**src/rtl/mem_instr_cargable_pkg.sv**
```systemverilog
// Shared constants for the loadable instruction memory.
// State encodings, NOP value and the default end-of-program marker.
package mem_instr_cargable_pkg;

    localparam logic [1:0] S_IDLE = 2'd0;
    localparam logic [1:0] S_LOAD = 2'd1;
    localparam logic [1:0] S_DONE = 2'd2;

    localparam logic [31:0] NOP_WORD      = 32'h0000_0000;
    localparam logic [31:0] HALT_WORD_DEF = 32'hFFFF_FFFF;

endpackage

```
**src/rtl/mem_instr_cargable_if.sv**
```systemverilog
// Fetch and byte-loader signal bundle of the instruction memory.
// slave = memory side, master = fetch/loader driver side.
interface mem_instr_cargable_if #(
    parameter int NBITS     = 32,
    parameter int CELDAS    = 64,
    parameter int BYTE_BITS = 8
);
    localparam int CW = $clog2(CELDAS + 1);

    logic [NBITS-1:0]     i_PC;
    logic                 i_fetch_en;
    logic [NBITS-1:0]     o_Instruction;
    logic                 o_pc_err;
    logic                 i_load_start;
    logic                 i_load_valid;
    logic [BYTE_BITS-1:0] i_load_byte;
    logic                 o_load_ready;
    logic                 o_load_done;
    logic [CW-1:0]        o_load_count;

    modport slave (
        input  i_PC, i_fetch_en, i_load_start, i_load_valid, i_load_byte,
        output o_Instruction, o_pc_err, o_load_ready, o_load_done,
        output o_load_count
    );

    modport master (
        output i_PC, i_fetch_en, i_load_start, i_load_valid, i_load_byte,
        input  o_Instruction, o_pc_err, o_load_ready, o_load_done,
        input  o_load_count
    );
endinterface

```
**src/rtl/mem_instr_byte_packer.sv**
```systemverilog
// Packs loader bytes into big-endian words; first byte lands in the MSBs.
// o_word_valid strobes in the cycle the last byte of a word is accepted.
module mem_instr_byte_packer #(
    parameter int NBITS     = 32,
    parameter int BYTE_BITS = 8
) (
    input  logic                 i_clk,
    input  logic                 i_reset_n,
    input  logic                 i_clr,
    input  logic                 i_byte_en,
    input  logic [BYTE_BITS-1:0] i_byte,
    output logic [NBITS-1:0]     o_word,
    output logic                 o_word_valid
);
    localparam int NB = NBITS / BYTE_BITS;
    localparam int CW = (NB > 1) ? $clog2(NB) : 1;
    localparam int SW = NBITS - BYTE_BITS;

    logic [SW-1:0] shift_q, shift_d;
    logic [CW-1:0] cnt_q, cnt_d;

    assign o_word       = {shift_q, i_byte};
    assign o_word_valid = i_byte_en && (cnt_q == CW'(NB - 1));

    always_comb begin
        shift_d = shift_q;
        cnt_d   = cnt_q;
        if (i_clr) begin
            shift_d = '0;
            cnt_d   = '0;
        end else if (i_byte_en) begin
            shift_d = o_word[SW-1:0];
            cnt_d   = o_word_valid ? '0 : cnt_q + CW'(1);
        end
    end

    always_ff @(posedge i_clk or negedge i_reset_n) begin
        if (!i_reset_n) begin
            shift_q <= '0;
            cnt_q   <= '0;
        end else begin
            shift_q <= shift_d;
            cnt_q   <= cnt_d;
        end
    end
endmodule

```
**src/rtl/mem_instr_cargable.sv**
```systemverilog
// Runtime-loadable instruction memory with byte-serial loader and fetch port.
// Define MEM_INSTR_HALT_STOP_EN to end a load early on a stored HALT_WORD.
import mem_instr_cargable_pkg::*;

module mem_instr_cargable #(
    parameter int               NBITS     = 32,
    parameter int               CELDAS    = 64,
    parameter int               BYTE_BITS = 8,
    parameter logic [NBITS-1:0] HALT_WORD = NBITS'(HALT_WORD_DEF)
) (
    input  logic                 i_clk,
    input  logic                 i_reset_n,
    mem_instr_cargable_if.slave  bus
);
    localparam int CW = $clog2(CELDAS + 1);
    localparam int AW = (CELDAS > 1) ? $clog2(CELDAS) : 1;
    localparam int IW = NBITS - 2;
`ifdef MEM_INSTR_HALT_STOP_EN
    localparam logic HALT_EN = 1'b1;
`else
    localparam logic HALT_EN = 1'b0;
`endif

    logic [NBITS-1:0] mem [CELDAS];

    logic [1:0]       state_q, state_d;
    logic [CW-1:0]    count_q, count_d;
    logic [NBITS-1:0] instr_q, instr_d;
    logic             err_q, err_d;

    logic             byte_en, pk_clr, word_valid, we;
    logic [NBITS-1:0] word;
    logic [IW-1:0]    idx;
    logic             unused_pc;

    assign idx       = bus.i_PC[NBITS-1:2];
    assign unused_pc = ^bus.i_PC[1:0];
    assign byte_en   = bus.i_load_valid && (state_q == S_LOAD);
    assign pk_clr    = (state_q == S_IDLE) && bus.i_load_start;
    assign we        = word_valid;

    mem_instr_byte_packer #(
        .NBITS     (NBITS),
        .BYTE_BITS (BYTE_BITS)
    ) u_packer (
        .i_clk        (i_clk),
        .i_reset_n    (i_reset_n),
        .i_clr        (pk_clr),
        .i_byte_en    (byte_en),
        .i_byte       (bus.i_load_byte),
        .o_word       (word),
        .o_word_valid (word_valid)
    );

    always_comb begin
        state_d = state_q;
        count_d = count_q;
        unique case (1'b1)
            state_q == S_LOAD: begin
                if (word_valid) begin
                    count_d = count_q + CW'(1);
                    if (count_d == CW'(CELDAS) ||
                        (HALT_EN && word == HALT_WORD))
                        state_d = S_DONE;
                end
            end
            state_q == S_DONE: state_d = S_IDLE;
            default: begin
                if (bus.i_load_start) begin
                    state_d = S_LOAD;
                    count_d = '0;
                end
            end
        endcase
    end

    // Fetches are served only while idle; loading yields NOPs.
    always_comb begin
        instr_d = instr_q;
        err_d   = err_q;
        if (bus.i_fetch_en) begin
            if (state_q != S_IDLE) begin
                instr_d = NBITS'(NOP_WORD);
                err_d   = 1'b0;
            end else if (!bus.i_load_start) begin
                if (idx >= IW'(CELDAS)) begin
                    instr_d = NBITS'(NOP_WORD);
                    err_d   = 1'b1;
                end else begin
                    instr_d = mem[idx[AW-1:0]];
                    err_d   = 1'b0;
                end
            end
        end
    end

    always_ff @(posedge i_clk or negedge i_reset_n) begin
        if (!i_reset_n) begin
            state_q <= S_IDLE;
            count_q <= '0;
            instr_q <= '0;
            err_q   <= 1'b0;
        end else begin
            state_q <= state_d;
            count_q <= count_d;
            instr_q <= instr_d;
            err_q   <= err_d;
        end
    end

    always_ff @(posedge i_clk) begin
        if (we)
            mem[count_q[AW-1:0]] <= word;
    end

    assign bus.o_Instruction = instr_q;
    assign bus.o_pc_err      = err_q;
    assign bus.o_load_ready  = (state_q == S_LOAD);
    assign bus.o_load_done   = (state_q == S_DONE);
    assign bus.o_load_count  = count_q;
endmodule

```
**src/flat_wrapper.sv**
```systemverilog
// flat-port wrapper written by rule: the top's interface ports become plain ports
module mem_instr_cargable_flat 
#(
    parameter int               NBITS     = 32,
    parameter int               CELDAS    = 64,
    parameter int               BYTE_BITS = 8,
    parameter logic [NBITS-1:0] HALT_WORD = NBITS'(HALT_WORD_DEF)
)
  (i_clk, i_reset_n, bus_i_PC, bus_i_fetch_en, bus_i_load_start, bus_i_load_valid, bus_i_load_byte, bus_o_Instruction, bus_o_pc_err, bus_o_load_ready, bus_o_load_done, bus_o_load_count);
  mem_instr_cargable_if #(.NBITS(NBITS), .CELDAS(CELDAS), .BYTE_BITS(BYTE_BITS)) bus_i ();
  input  logic i_clk;
  input  logic i_reset_n;
  input wire logic [$bits(bus_i.i_PC)-1:0] bus_i_PC;
  input wire logic [$bits(bus_i.i_fetch_en)-1:0] bus_i_fetch_en;
  input wire logic [$bits(bus_i.i_load_start)-1:0] bus_i_load_start;
  input wire logic [$bits(bus_i.i_load_valid)-1:0] bus_i_load_valid;
  input wire logic [$bits(bus_i.i_load_byte)-1:0] bus_i_load_byte;
  output wire logic [$bits(bus_i.o_Instruction)-1:0] bus_o_Instruction;
  output wire logic [$bits(bus_i.o_pc_err)-1:0] bus_o_pc_err;
  output wire logic [$bits(bus_i.o_load_ready)-1:0] bus_o_load_ready;
  output wire logic [$bits(bus_i.o_load_done)-1:0] bus_o_load_done;
  output wire logic [$bits(bus_i.o_load_count)-1:0] bus_o_load_count;
  assign bus_i.i_PC = bus_i_PC;
  assign bus_i.i_fetch_en = bus_i_fetch_en;
  assign bus_i.i_load_start = bus_i_load_start;
  assign bus_i.i_load_valid = bus_i_load_valid;
  assign bus_i.i_load_byte = bus_i_load_byte;
  assign bus_o_Instruction = bus_i.o_Instruction;
  assign bus_o_pc_err = bus_i.o_pc_err;
  assign bus_o_load_ready = bus_i.o_load_ready;
  assign bus_o_load_done = bus_i.o_load_done;
  assign bus_o_load_count = bus_i.o_load_count;
  mem_instr_cargable #(.NBITS(NBITS), .CELDAS(CELDAS), .BYTE_BITS(BYTE_BITS), .HALT_WORD(HALT_WORD)) u_core (.i_clk(i_clk), .i_reset_n(i_reset_n), .bus(bus_i));
endmodule
```
**config.mk**
```make
export PLATFORM = sky130hd
export DESIGN_NAME = mem_instr_cargable_flat
export DESIGN_NICKNAME = d
export VERILOG_FILES = /design/src/rtl/mem_instr_cargable_pkg.sv /design/src/rtl/mem_instr_cargable_if.sv /design/src/rtl/mem_instr_byte_packer.sv /design/src/rtl/mem_instr_cargable.sv /design/src/flat_wrapper.sv
export SDC_FILE = /design/constraint.sdc
export NUM_CORES = 2
export LEC_CHECK = 0
export ABC_AREA = 1
export CORE_MARGIN = 10
export CORE_UTILIZATION = 59
export DETAILED_ROUTE_END_ITERATION = 10
export PLACE_DENSITY = 0.82
export SLEW_MARGIN = 10
export SYNTH_ARGS = -nofsm -noshare
export SYNTH_HDL_FRONTEND = slang
export SYNTH_HIERARCHICAL = 1
export SYNTH_SLANG_ARGS = --single-unit
```
**constraint.sdc**
```tcl
create_clock -name i_clk -period 12.8 [get_ports i_clk]
set_clock_uncertainty 0.2 [all_clocks]
set_input_delay 2.56 -clock i_clk [delete_from_list [all_inputs] [get_ports i_clk]]
set_output_delay 2.56 -clock i_clk [all_outputs]
set_load 0.005 [all_outputs]
```
# == Yosys cells after proc, flatten, opt, wreduce, memory -nomap -nowiden ==
# Memory sizes are Yosys's and may differ from the RTL's.
# Index checks and enable logic that the tools add are counted.
# totals
register_bits,68
ram_bits,2048
out_inout_bits,42
elab_cells,49
mem_count,1
# memory_table
memory,depth,word_bits,rd,rd_ports_with_merged_regs,wr,line,source
u_core.mem,64,32,1,0,1,mem_instr_cargable.sv:24,logic [NBITS-1:0] mem [CELDAS];
# op_classes
add_sub_neg,2
magnitude_cmp,1
eq_ne,7
mux,20
n_bitwise,1
reduce_logical,11
# ops
op,n
32-bit 2-to-1 mux,3
24-bit 2-to-1 mux,2
"30-bit by 7-bit greater-or-equal comparator with 1-bit output, second input constant",1
7-bit 2-to-1 mux,2
7-bit one-hot mux with 2 select lines,1
2-bit 2-to-1 mux,6
"7-bit by 1-bit adder with 7-bit output, second input constant",1
"7-bit == test, second input constant",1
"2-bit by 1-bit != test with 1-bit output, second input constant",3
3-bit AND reduction,2
2-bit nonzero test,3
1-bit 2-to-1 mux,5
"2-bit == test, second input constant",2
2-bit one-hot mux with 2 select lines,1
1-bit logical AND,3
3-bit nonzero test,1
"2-bit by 1-bit adder with 2-bit output, second input constant",1
"2-bit by 1-bit == test with 1-bit output, second input constant",1
2-bit zero test,1
2-bit AND reduction,1
1-bit inverter,1

# == Longest topological paths before layout ==
# depth
depth_word,6
mapped_depth,17
mapped_depth_nobuf,14

# == By module ==
# The synthesis kept the hierarchy.
# modules_own_cells
mod,n_inst,cells_each,area_each_um2,seq_area_each_um2
mem_instr_cargable,1,7066,84104.4,62550.0
mem_instr_byte_packer,1,125,1209.9,650.6

# == Worst setup path before layout ==
# Ideal clock, no wire load.
# synth_path
path_kind,input -> register
startpoint,input bus_i_load_valid
endpoint,"memory u_core.mem[40][0], enable pin"
t_arrival_ns,5.119
required_time_ns,12.179
path_slack_ns,7.060
stages,9
path_buffers,3
cell_sequence,nand2_1 inv_1 buf_6 buf_4 nand2_1 inv_1 clkbuf_1 nand4_1 nor2_1
# synth_between
elab_chain_len,4
# synth_lines
item,line,source
from (decl),flat_wrapper.sv:16,input wire logic [$bits(bus_i.i_load_valid)-1:0] bus_i_load_valid;
1-bit logical AND,mem_instr_cargable.sv:38,assign byte_en = bus.i_load_valid && (state_q == S_LOAD);
named net u_core.byte_en,mem_instr_cargable.sv:31,"logic byte_en, pk_clr, word_valid, we;"
1-bit logical AND,mem_instr_byte_packer.sv:23,assign o_word_valid = i_byte_en && (cnt_q == CW'(NB - 1));
named net u_core.we,mem_instr_cargable.sv:31,
1-bit 2-to-1 mux,mem_instr_cargable.sv:112,if (we)
1-bit 2-to-1 mux (not written as such),mem_instr_cargable.sv:113,mem[count_q[AW-1:0]] <= word;
to (decl),mem_instr_cargable.sv:24,
# The timed path passes the listed nets, and every way through them passes these cells.

# == Worst setup path in the final report ==
# layout_path
startpoint,input bus_i_PC[2]
endpoint,"register u_core.instr_q[30], in the netlist u_core/bus.o_Instruction[30]"
# layout_between
elab_chain_len,4
# layout_lines
item,line,source
from (decl),flat_wrapper.sv:13,input wire logic [$bits(bus_i.i_PC)-1:0] bus_i_PC;
30-bit by 7-bit greater-or-equal comparator with 1-bit output or memory read 64 x 32 bit (tied branches),-,
32-bit 2-to-1 mux (*),mem_instr_cargable.sv:86,if (idx >= IW'(CELDAS)) begin
32-bit 2-to-1 mux (*),mem_instr_cargable.sv:85,end else if (!bus.i_load_start) begin
32-bit 2-to-1 mux (*),mem_instr_cargable.sv:82,if (state_q != S_IDLE) begin
to (signal assigned),mem_instr_cargable.sv:106,instr_q <= instr_d;
to (decl),mem_instr_cargable.sv:28,"logic [NBITS-1:0] instr_q, instr_d;"
# Mark *: on every way between the ends. The rest lies on a longest branch, timed or not. The select of a mux whose other input is x is not followed.
# A chain may end at the register's enable or synchronous reset.

==> impl_metrics.toml <==
[yosys]
synth_enable_flop_cells = 2048
synth_fp_nets = 7241
syn_avg_cell_area_sq_um = 11.9
synthCells = 7191
ys_warn_count = 6
post-synth-top-count-cell = "nand2_1"
ys_ff_latch = 2116
async_reset_ff_frac = 0.0321
synth.area.top_cells = "edfxtp_1, nand2_1, nand3_1"
ys_seq_area_frac = 0.741
syn_area_sq_um = 85300
synth.distinct_cells = 34
synth_largest_area_cell = "edfxtp_1"
synth_top_area_share = 0.721
ys.flop_type = "edfxtp_1"
synthTopCellsByCount = "nand2_1, edfxtp_1, nand3_1, buf_2, a21oi_1"

[clock_network]
cts_hold_buf = 0
cts.repair.resized = 0
post_cts_buffers = 0
clockBufferDepth = 3
cts_sinks = 2116
htreeDepth = 4
path_clk_slew_ns = 0.06
cts_tree = "yes"
ctsRootBufferMaster = "clkbuf_16"
cts_made_buffers = 198
insertion_delay_ns = 0.83

[pwr]
p_leak_uw = 0.0341
p_per_area_nw_per_um2 = 158
ir_drop_mv = 0.129

[setup_path]
start_kind = "input port"
path_max_fanout = 71
crit_arrival_ns = 6.85
critPathRequiredTime_ns = 13.35
crit_path_end_kind = "flip-flop"
crit_type = "in -> reg"

[sta]
setup_tns_ns = 0
setup_viol = 0
finalHoldViolations = 0
finalMaxSlewViolations = 144
rsz0062_at_grt = "no"
max_clock_freq_ghz = 0.159
max_slew_margin = -0.0814
period_minus_slack_ns = 6.30
worst_pin_slew_ns = 1.62
hold_ws_ns = 0.279
finalCritPeriodShare = 0.492

[routing]
drt_pass1_iterations = 7
drt_iter0_drc = 10200
wirelength_mm = 233
drc = 0
vias_per_cell = 6.32
postRouteAntennaNets = 0
vias = 58300
wire_per_inst_microns = 25.3

[outcome]
status = "finished, violations left"
failed_checks = "slew limit"

[global_routing]
overflow = 0
grt_usage = 0.280
grt_pass1_wl_mm = 340
grt_pass1_vias = 56200
grt_max_degree = 276
grt_antenna_before_repair = 10

[placement]
gp_congestion = 0.851
postPlaceCellArea_sq_um = 87800
io_buffers = 84
hpwl_mm = 117

[floorplan]
io_pins = 87
die_h_microns = 400
row_count = 139
die-area_sq_um = 160000
coreArea_sq_um = 144000
die_x_microns = 400
start_util = 0.594

[run]
drv_cap = 0

[finish]
syn_to_final_growth_pct = 10.2
finalInstanceArea_sq_um = 94000
fin_nets = 7213
drive_above_1_share = 0.0720

[hold_path]
hp-class = "reg -> reg"
[power breakdown]
| part | switching, uW | total (uW) | internal (uW) |
|---|---|---|---|
| Combinational | 890 | 1120 | 228 |
| Clock | 2440 | 5610 | 3180 |
| Sequential | 172 | 8110 | 7930 |
| Total | 3500 | 14800 | 11300 |
[stage by stage]
step | utilization | std cells | total power, uW | setup WS, ns
after floorplan | - | 7191 | 8810 | 7.06
after global placement | 0.611 | 8866 | 9240 | 6.01
after detailed placement | 0.611 | 8866 | 9300 | 5.93
after CTS | 0.654 | 9221 | 14800 | 6.73
after global routing | 0.654 | 9222 | 15200 | 6.38
final | 0.654 | 9224 | 14800 | 6.50
[state kept, by name, indices dropped and copies added (netlist names)]
| name | cells |
|---|---|
| u_core/bus.o_Instruction | 32 |
| u_core/u_packer/cnt_q | 2 |
| u_core/state_q | 2 |
| u_core/bus.o_pc_err | 1 |
| u_core/u_packer/shift_q | 24 |
| u_core/bus.o_load_count | 7 |
| u_core/mem | 2048 |
[cell type report]
cell class                 instances  area (sq um)
antenna                            3          7.51
clock buffer                     271          5440
clock inverter                    84           701
fill                            9505         49700
inverter                          98           408
multi-input combinational       4528         19900
sequential                      2116         63200
tap                             1903          2380
timing repair buffer             221          1900
[cell usage in the layout, fill, tap and decap left out, types with 3 or more instances in the layout]
cell and n:
clkinv_2 25, buf_4 132, a22o_1 18, dfrtp_2 23, nand4_1 7, dfrtp_1 44, clkdlybuf4s50_1 69, clkinv_1 36
edfxtp_1 2048, buf_2 10, inv_6 6, clkbuf_1 58, nand2_1 2637, o21ai_0 10, diode_2 3, nand3_1 1460
nor2_4 67, bufinv_16 11, clkinvlp_4 4, nand3_2 11, ha_1 5, o22ai_1 3, clkbuf_16 203, inv_1 91
nor3_1 51, buf_12 6, o21ai_1 4, a21oi_1 176, clkinv_4 5, nor2_1 68, clkbuf_8 10
[worst max-delay path, stage by stage]
cell	delay, ns
buf_8	0.34
buf_4	0.72
buf_4	0.75
buf_4	0.66
nor2_1	0.11
nor2_1	0.11
o21ai_0	0.13
nand3_1	0.16
nand3_1	0.24
nand2_1	0.27
nand3_1	0.22
nand2_1	0.15
nand2_1	0.17
nand2_1	0.13
[kinds of logic (layout without fill, tap and decap cells)]
logic type      count (synthesis)  count (layout)  share of synthesized area
buf+inv                       547             674                     0.0318
xor+xnor                        3               3                   0.000308
simple gates                 4308            4308                      0.213
flops                        2116            2116                      0.741
fa+ha+maj                       5               5                   0.000733
other cells                     0               3                          0
compound gates                212             212                     0.0133
[per-layer routing]
metal / up-vias / part of all wire / GRT usage
met2: 4666 / 0.45 / 0.429
met1: 27800 / 0.34 / 0.370
met4: 14 / 0.051 / 0.140
li1: 25100 / - / -
met3: 749 / 0.16 / 0.0760
met5: - / 0.00043 / 0
[path summary, 6_finish.rpt]
path / start / to / slack, ns / depth (start not counted)
worst max-delay path: bus_i_PC[2] / u_core/bus.o_Instruction[30] / 6.50 / 14
worst min-delay path: u_core/bus.o_Instruction[19] / u_core/bus.o_Instruction[19] / 0.28 / 2
worst max register to register: u_core/state_q[1] / u_core/mem[54][27] / 8.28 / 10
worst min register to register: u_core/bus.o_Instruction[19] / u_core/bus.o_Instruction[19] / 0.28 / 2
max in group asynchronous: i_reset_n / u_core/bus.o_Instruction[24] / 9.84 / 2
min in group asynchronous: i_reset_n / u_core/bus.o_pc_err / 1.48 / 1
(Power assumes the default switching activity.)
